===== src/rtl/s27_bist_pkg.sv =====
// Shared types and constants for the s27 BIST controller: FSM state
// encoding, pattern-generator taps, signature polynomial and the
// initialization pattern that drives s27's unreset flops to a known state.
package s27_bist_pkg;

    typedef enum logic [1:0] {
        ST_IDLE = 2'b00,
        ST_INIT = 2'b01,
        ST_RUN  = 2'b10,
        ST_DONE = 2'b11
    } state_t;

    // Feedback taps on bits 7,5,4,3 give a maximal-length (255) sequence.
    localparam logic [7:0]  LFSR_TAPS   = 8'hB8;

    // CCITT polynomial x^16 + x^12 + x^5 + 1 for the signature register.
    localparam logic [15:0] SISR_POLY   = 16'h1021;

    // {G3,G2,G1,G0}: forces G5=1, G6=0, G7=1 inside s27 regardless of history.
    localparam logic [3:0]  INIT_PAT    = 4'b1011;
    localparam int unsigned INIT_CYCLES = 2;

    // One step of the pattern generator: shift left, feedback into bit 0.
    function automatic logic [7:0] lfsr_next(input logic [7:0] cur);
        return {cur[6:0], ^(cur & LFSR_TAPS)};
    endfunction

endpackage


===== src/rtl/s27_bist.sv =====
// The controller top lives in s27_bist_ctrl.sv.
// This file carries the elaboration-time parameter guard shared by the top.
module s27_bist_param_check #(
    parameter int          N_PATTERNS = 255,
    parameter logic [7:0]  SEED       = 8'h01
) ();

    // Reject parameter sets the controller cannot run correctly.
    if (SEED == 8'h00) begin : g_bad_seed
        $error("s27_bist_ctrl: SEED must be nonzero");
    end
    if (N_PATTERNS < 1 || N_PATTERNS > 65535) begin : g_bad_count
        $error("s27_bist_ctrl: N_PATTERNS must be in 1..65535");
    end

endmodule


===== src/rtl/s27_sisr.sv =====
// 16-bit serial-input signature register. Compacts one response bit per
// enabled cycle; clear has priority over shift.
module s27_sisr
    import s27_bist_pkg::*;
(
    input  logic        clk,
    input  logic        clr,
    input  logic        en,
    input  logic        din,
    output logic [15:0] sig
);

    // Galois-style update: feedback is the outgoing MSB xor the new bit.
    always_ff @(posedge clk) begin
        if (clr) begin
            sig <= '0;
        end else if (en) begin
            sig <= {sig[14:0], 1'b0} ^ ({16{sig[15] ^ din}} & SISR_POLY);
        end
    end

endmodule


===== src/rtl/s27_bist_ctrl.sv =====
// BIST controller around the s27 core: LFSR stimulus on G0..G3, SISR
// compaction of G17, start/done handshake and golden-signature pass flag.
module s27_bist_ctrl
    import s27_bist_pkg::*;
#(
    parameter int          N_PATTERNS = 255,
    parameter logic [7:0]  SEED       = 8'h01,
    parameter logic [15:0] GOLDEN_SIG = 16'h0000
) (
    input  logic        CK,
    input  logic        RST,
    input  logic        start,
    input  logic        G17,
    output logic        G0,
    output logic        G1,
    output logic        G2,
    output logic        G3,
    output logic        busy,
    output logic        done,
    output logic        pass,
    output logic [15:0] signature
);

    localparam logic [15:0] RUN_LAST  = 16'(N_PATTERNS - 1);
    localparam logic [15:0] INIT_LAST = 16'(INIT_CYCLES - 1);

    s27_bist_param_check #(
        .N_PATTERNS (N_PATTERNS),
        .SEED       (SEED)
    ) u_param_check ();

    state_t      state;
    logic [7:0]  lfsr;
    logic [7:0]  lfsr_adv;
    logic [15:0] cnt;
    logic [3:0]  pat;
    logic        launch;
    logic        sisr_clr;
    logic        sisr_en;

    // Handshake decode and SISR control; launch is a full reload request.
    always_comb begin
        lfsr_adv = lfsr_next(lfsr);
        launch   = ((state == ST_IDLE) || (state == ST_DONE)) && start;
        sisr_clr = RST || launch;
        sisr_en  = (state == ST_RUN);
    end

    // FSM, pattern generator, cycle counter and registered pattern/status outputs.
    always_ff @(posedge CK) begin
        if (RST) begin
            state <= ST_IDLE;
            lfsr  <= SEED;
            cnt   <= '0;
            pat   <= '0;
            busy  <= 1'b0;
            done  <= 1'b0;
        end else begin
            case (state)
                ST_IDLE, ST_DONE: begin
                    if (start) begin
                        state <= ST_INIT;
                        lfsr  <= SEED;
                        cnt   <= '0;
                        pat   <= INIT_PAT;
                        busy  <= 1'b1;
                        done  <= 1'b0;
                    end
                end
                ST_INIT: begin
                    if (cnt == INIT_LAST) begin
                        // First RUN pattern is the freshly loaded seed itself.
                        state <= ST_RUN;
                        cnt   <= '0;
                        pat   <= lfsr[3:0];
                    end else begin
                        cnt   <= cnt + 16'd1;
                    end
                end
                ST_RUN: begin
                    lfsr <= lfsr_adv;
                    if (cnt == RUN_LAST) begin
                        state <= ST_DONE;
                        pat   <= '0;
                        busy  <= 1'b0;
                        done  <= 1'b1;
                    end else begin
                        // Register the next pattern so it is valid for the whole next cycle.
                        cnt   <= cnt + 16'd1;
                        pat   <= lfsr_adv[3:0];
                    end
                end
                default: begin
                    state <= ST_IDLE;
                    pat   <= '0;
                    busy  <= 1'b0;
                    done  <= 1'b0;
                end
            endcase
        end
    end

    s27_sisr u_sisr (
        .clk (CK),
        .clr (sisr_clr),
        .en  (sisr_en),
        .din (G17),
        .sig (signature)
    );

    assign {G3, G2, G1, G0} = pat;
    assign pass = done && (signature == GOLDEN_SIG);

endmodule


===== config.mk =====
export PLATFORM = sky130hd
export DESIGN_NAME = s27_bist_ctrl
export DESIGN_NICKNAME = d
export VERILOG_FILES = /design/src/rtl/s27_bist_pkg.sv /design/src/rtl/s27_bist.sv /design/src/rtl/s27_sisr.sv /design/src/rtl/s27_bist_ctrl.sv
export SDC_FILE = /design/constraint.sdc
export NUM_CORES = 1
export LEC_CHECK = 0
export ABC_AREA = 1
export CAP_MARGIN = 40
export CORE_MARGIN = 2
export CORE_UTILIZATION = 55
export CTS_CLUSTER_DIAMETER = 200
export DETAILED_ROUTE_END_ITERATION = 8
export DONT_BUFFER_PORTS = 1
export GPL_ROUTABILITY_DRIVEN = 0
export PLACE_DENSITY = 0.68
export SLEW_MARGIN = 20
export SYNTH_ARGS = -nofsm -noshare
export SYNTH_HDL_FRONTEND = slang
export SYNTH_SLANG_ARGS = --single-unit

===== constraint.sdc =====
create_clock -name CK -period 1.9 [get_ports CK]
set_clock_uncertainty 0.1 [all_clocks]
set_input_delay 0.285 -clock CK [delete_from_list [all_inputs] [get_ports CK]]
set_output_delay 0.285 -clock CK [all_outputs]
set_load 0.1 [all_outputs]

==> impl_metrics.json, run 1 <==
{
  "worstPathArrival_ns": 1.49,
  "drc": 0,
  "fin_ws_ns": 0.02128,
  "startpoint_type": "flip-flop",
  "cts_tree": "done",
  "io_pins": 27,
  "port_buffers": 0,
  "muxShareOfSynthArea_pct": 0,
  "synth_cell_types": 29,
  "first_iter_violations": 173,
  "num_vias": 2517,
  "cp-end-kind": "primary output",
  "register_area_sq_um": 997.2,
  "cp_max_fo": 2,
  "critPathTopFamily": "simple AND/OR/NAND/NOR gates",
  "grt_pass1_wl_um": 10380,
  "ir_worst_vdd_mv": 1.500,
  "final_common_cell": "nand2_1",
  "path_cells": "nor4_4 > nand3_2 > nor4_4 > buf_12",
  "rsz0062_at_grt": "yes",
  "cts_num_sinks": 48,
  "status": "finished clean",
  "nFillCells": 395,
  "finalHoldViolCount": 0,
  "worst_pin_slew_ns": 0.3716,
  "overflow": 0,
  "syn_inst": 379,
  "grt_pass1_vias": 2234,
  "post-route-period-util_pct": 98.88,
  "synth_fp_nets": 389,
  "root_buffer": "clkbuf_8",
  "maxCapViolCount": 0,
  "post-place-ws_ns": 0.06586,
  "drive_above_1_share_pct": 19.08,
  "power.density_nw_per_um2": 1218,
  "syn_to_final_growth_pct": 20.51,
  "cpMaxStageDelayCell": "dfxtp_4",
  "antenna_found_initial": 0,
  "p_total_mw": 3.715,
  "crit_buf_inv": 1,
  "antenna_cells": 0,
  "numCtsBuffers": 5,
  "grt_max_degree": 24,
  "htree_num_levels": 2,
  "finalSetupViolCount": 0,
  "syn_area_sq_um": 2531,
  "synthSimpleGateAreaFrac_pct": 34.35,
  "drtAntennaViolNets": 0,
  "slew_viol_final": 0,
  "start_util_pct": 57.73,
  "nNetsFinal": 423,
  "cpPeakStageDelay_ns": 0.36,
  "avgSynthCellArea_sq_um": 6.679,
  "insertion_delay_ns": 0.31,
  "drtPass1Iterations": 4,
  "die_y_um": 71.84,
  "synthXorXnorAreaFrac_pct": 3.114,
  "synth_compound_area_share_pct": 13.84,
  "hp-class": "in2reg",
  "multiInputGateArea_sq_um": 1438,
  "cp.required_ns": 1.51,
  "die_area_sq_um": 5161,
  "cts_max_path_buffers": 2,
  "clock.fmax_ghz": 0.5323,
  "dp_hpwl_um": 4573,
  "relSlewSlack_pct": 75.05,
  "clkTransAtPathRegs_ns": 0.08,
  "cellLeakagePower_nw": 1.192,
  "rows": 24,
  "crit_type": "reg2out",
  "final_cell_mix": "nand2_1, a21oi_1, nor2_1, buf_4, dfxtp_1",
  "totalWireLength_um": 6252,
  "fp.dieW_um": 71.84,
  "crit_path_frequent_cell": "nor4_4",
  "min_period_ns": 1.879,
  "synth.yosys.seq_area_share_pct": 37.96,
  "synth_top_family_by_area": "simple AND/OR/NAND/NOR gates",
  "routed_via_density": 5.401,
  "yosysWarnings": 0,
  "wl_per_cell_um": 13.42,
  "coreArea_sq_um": 4384,
  "grt_usage_pct": 25.39,
  "post-route-util_pct": 69.58,
  "ys_seq_elements": 48,
  "yosys.area_share.adder_pct": 2.966
}
-- flip-flops by register name (all words and copies together), names as in the netlist --
| register | count |
|---|---|
| lfsr | 8 |
| state | 2 |
| done | 1 |
| u_sisr.sig | 16 |
| cnt | 16 |
| pat | 4 |
| busy | 1 |
-- layout make-up --
type	instances	area share, %
Clock buffer	6	2.707
Timing Repair Buffer	41	10.83
Sequential cell	48	32.69
Tap cell	52	2.133
Inverter	34	4.184
Multi-Input combinational cell	283	47.13
Clock inverter	2	0.3281
-- worst register-to-register path: cells and delay by family (launching register included) --
kind,cells,cell delay [ns]
fa+ha+maj,1,0.18
flops,1,0.43
simple gates,9,1.00
-- where the power goes --
group / internal (mW) / switching [mW] / leakage [nW]
Sequential: 1.10 / 0.0699 / 0.399
Clock: 0.291 / 0.345 / 0.0510
Combinational: 0.531 / 1.38 / 0.743
-- stage by stage --
step                      setup TNS [ns]  cells  hold slack (ns)  cell area, sq um
final                                  0    466           0.1121              3050
after global routing            -0.09234    466           0.1458              3050
after CTS                      -0.006758    464           0.1118              3012
after detailed placement               0    455           0.2508              2880
after global placement                 0    455           0.2489              2880
after floorplan                  -0.4370    379           0.3410              2586
-- final timing paths --
check	startpoint	to	slack, ns	cells after the start
setup / recovery	u_sisr.sig[9]	pass	0.02	4
hold / removal	start	u_sisr.sig[0]	0.11	3
setup reg to reg	cnt[0]	cnt[0]	0.11	10
hold reg to reg	lfsr[6]	lfsr[6]	0.37	2
-- cell usage after synthesis --
| cell type | count | area share [%] |
|---|---|---|
| nor4_1 | 2 | 0.49 |
| buf_1 | 2 | 0.30 |
| xnor2_1 | 4 | 1.4 |
| nand3_2 | 1 | 0.40 |
| nand3_1 | 30 | 5.9 |
| nor2_4 | 1 | 0.44 |
| o211ai_1 | 1 | 0.30 |
| o2111ai_1 | 5 | 1.7 |
| nand2_2 | 3 | 0.74 |
| a21oi_1 | 43 | 8.5 |
| o21bai_1 | 6 | 1.8 |
| buf_2 | 4 | 0.79 |
| nor2_1 | 41 | 6.1 |
| nand2_1 | 116 | 17 |
| nand4_1 | 5 | 1.2 |
| clkbuf_1 | 7 | 1.0 |
| ha_1 | 6 | 3.0 |
| dfxtp_1 | 48 | 38 |
| inv_1 | 31 | 4.6 |
| nor2_2 | 1 | 0.25 |
| xor2_1 | 5 | 1.7 |
| clkinv_1 | 1 | 0.15 |
| nor3_1 | 4 | 0.79 |
| o21ai_0 | 6 | 1.2 |
| nand2_4 | 1 | 0.44 |
| nor4b_1 | 1 | 0.35 |
| o21ai_2 | 1 | 0.35 |
| buf_8 | 1 | 0.59 |
| inv_2 | 2 | 0.30 |
-- kinds of logic (layout without fill, tap and decap cells) --
family                   Yosys count  count (layout)
adder cells (fa/ha/maj)            6               6
XOR/XNOR                           9               9
buffers and inverters             48              83
AND/OR/NAND/NOR                  206             206
flip-flops                        48              48
AO/OA/AOI/OAI                     62              62
-- per-layer routing --
layer,vias up,share of wire [%],GRT usage (%)
li1,1293,-,-
met1,1149,48,36.97
met2,69,44,38.58
met3,6,6.8,5.767
met4,0,0.94,5.660
met5,-,0,0
-- timing repair --
| item | in CTS | in global routing |
|---|---|---|
| endpoints found under the setup margin | 1 | 13 |
| gates cloned | 0 | 0 |
| endpoints found under the hold margin | 23 | 0 |
| hold buffers | 1 | 0 |
| buffers inserted | 0 | 1 |
| resized for setup | 4 | 5 |
| pin swaps | 2 | 0 |
Note: power is estimated with default switching activity, not from simulation.
==> run 2: changes to the inputs <==
--- a/config.mk
+++ b/config.mk
@@ -8,12 +8,12 @@
 export ABC_AREA = 1
 export CAP_MARGIN = 40
 export CORE_MARGIN = 2
-export CORE_UTILIZATION = 55
+export CORE_UTILIZATION = 50
 export CTS_CLUSTER_DIAMETER = 200
 export DETAILED_ROUTE_END_ITERATION = 8
 export DONT_BUFFER_PORTS = 1
 export GPL_ROUTABILITY_DRIVEN = 0
-export PLACE_DENSITY = 0.68
+export PLACE_DENSITY = 0.63
 export SLEW_MARGIN = 20
 export SYNTH_ARGS = -nofsm -noshare
 export SYNTH_HDL_FRONTEND = slang
==> impl_metrics.json, run 2 (synthesis results as in run 1) <==
{
  "status": "finished clean",
  "overflow": 0,
  "min_period_ns": 1.896,
  "die_area_sq_um": 5648,
  "post-route-period-util_pct": 99.77,
  "syn_to_final_growth_pct": 22.64,
  "post-place-ws_ns": 0.09360,
  "wl_per_cell_um": 13.07,
  "drive_above_1_share_pct": 18.60,
  "whs_ns": 0.1163,
  "htree_num_levels": 2,
  "crit_buf_inv": 1,
  "root_buffer": "clkbuf_8",
  "clkTransAtPathRegs_ns": 0.09,
  "fin_area_sq_um": 3104,
  "routed_via_density": 5.183,
  "grt_pass1_vias": 2099,
  "fp.dieW_um": 75.15,
  "start_util_pct": 52.55,
  "finalSetupViolCount": 0,
  "grt_usage_pct": 22.99,
  "drtAntennaViolNets": 0,
  "insertion_delay_ns": 0.31,
  "maxCapViolCount": 0,
  "clock.fmax_ghz": 0.5275,
  "multiInputGateArea_sq_um": 1438,
  "first_iter_violations": 219,
  "critPathTopFamily": "simple AND/OR/NAND/NOR gates",
  "grt_pass1_wl_um": 9846,
  "drc": 0,
  "dp_hpwl_um": 4520,
  "cts_max_path_buffers": 2,
  "io_pins": 27,
  "relSlewSlack_pct": 69.51,
  "nFillCells": 454,
  "path_cells": "nor4b_4 > nand3_2 > nor4_4 > buf_12",
  "p_total_mw": 3.951,
  "cts_num_sinks": 48,
  "fin_ws_ns": 0.004403,
  "cpPeakStageDelay_ns": 0.36,
  "rows": 25,
  "cellLeakagePower_nw": 1.204,
  "power.density_nw_per_um2": 1273,
  "crit_type": "reg2out",
  "num_vias": 2493,
  "cp-end-kind": "primary output",
  "numCtsBuffers": 5,
  "cts_tree": "done",
  "totalWireLength_um": 6286,
  "hp-class": "in2reg",
  "cp.required_ns": 1.51,
  "rsz0062_at_grt": "yes",
  "port_buffers": 0,
  "coreArea_sq_um": 4817,
  "die_y_um": 75.15,
  "post-route-util_pct": 64.44,
  "antenna_found_initial": 0,
  "grt_max_degree": 24,
  "antenna_cells": 0,
  "final_common_cell": "nand2_1",
  "cp_max_fo": 2,
  "tns_ns": 0,
  "finalHoldViolCount": 0,
  "nNetsFinal": 423,
  "slew_viol_final": 0,
  "reg_top3": "cnt (16), u_sisr.sig (16), lfsr (8)",
  "cpMaxStageDelayCell": "dfxtp_4",
  "final_cell_mix": "nand2_1, a21oi_1, nor2_1, buf_4, dfxtp_1",
  "worstPathArrival_ns": 1.51,
  "worst_pin_slew_ns": 0.4559,
  "startpoint_type": "flip-flop",
  "final_cells": 481,
  "register_area_sq_um": 996.0,
  "dpl.cell_count": 469,
  "place_area_sq_um": 2892,
  "ir_worst_vdd_mv": 1.326,
  "drtPass1Iterations": 5
}
==> run 2: worst paths after layout <==
kind | start | to | slack (ns) | cells after the start
max | u_sisr.sig[7] | pass | 0.004 | 4
min | start | u_sisr.sig[0] | 0.12 | 3
max reg2reg | state[0] | u_sisr.sig[11] | 0.15 | 7
min reg2reg | lfsr[6] | lfsr[6] | 0.37 | 2
==> run 2: worst reg2reg max path: stages (launching register included) <==
cell	delay, ns
dfxtp_1	0.37
inv_1	0.07
ha_1	0.30
buf_4	0.15
nand2_1	0.09
nand2_1	0.23
buf_4	0.25
a21oi_1	0.13
==> run 2: per-layer routing <==
layer / share of wire [%] / vias up / global-route usage, %
met5: 0 / - / 0
met3: 6.4 / 5 / 4.953
met1: 48 / 1119 / 33.28
met2: 45 / 75 / 34.89
met4: 0.89 / 0 / 5.848
li1: - / 1294 / -
==> run 2: cell type report <==
cell class              instances  share of cell area, %
well taps                      67                  2.701
multi-input cells             283                  46.31
clock buffers                   6                  2.338
clock inverters                 2                  1.935
repair buffers                 41                  10.52
flip-flops and latches         48                  32.08
inverters                      34                  4.111
==> run 2: repair_timing <==
action                                 CTS  global route
gates resized for setup                  4             4
setup endpoints to repair                1            12
pin swaps                                3             0
endpoints found under the hold margin   23             0
setup buffers                            0             2
hold buffers                             1             0
==> run 2: power by group <==
group	total (mW)	switching, mW	internal, mW
clock	0.876	0.350	0.526
combinational	1.90	1.36	0.545
sequential	1.17	0.0734	1.10
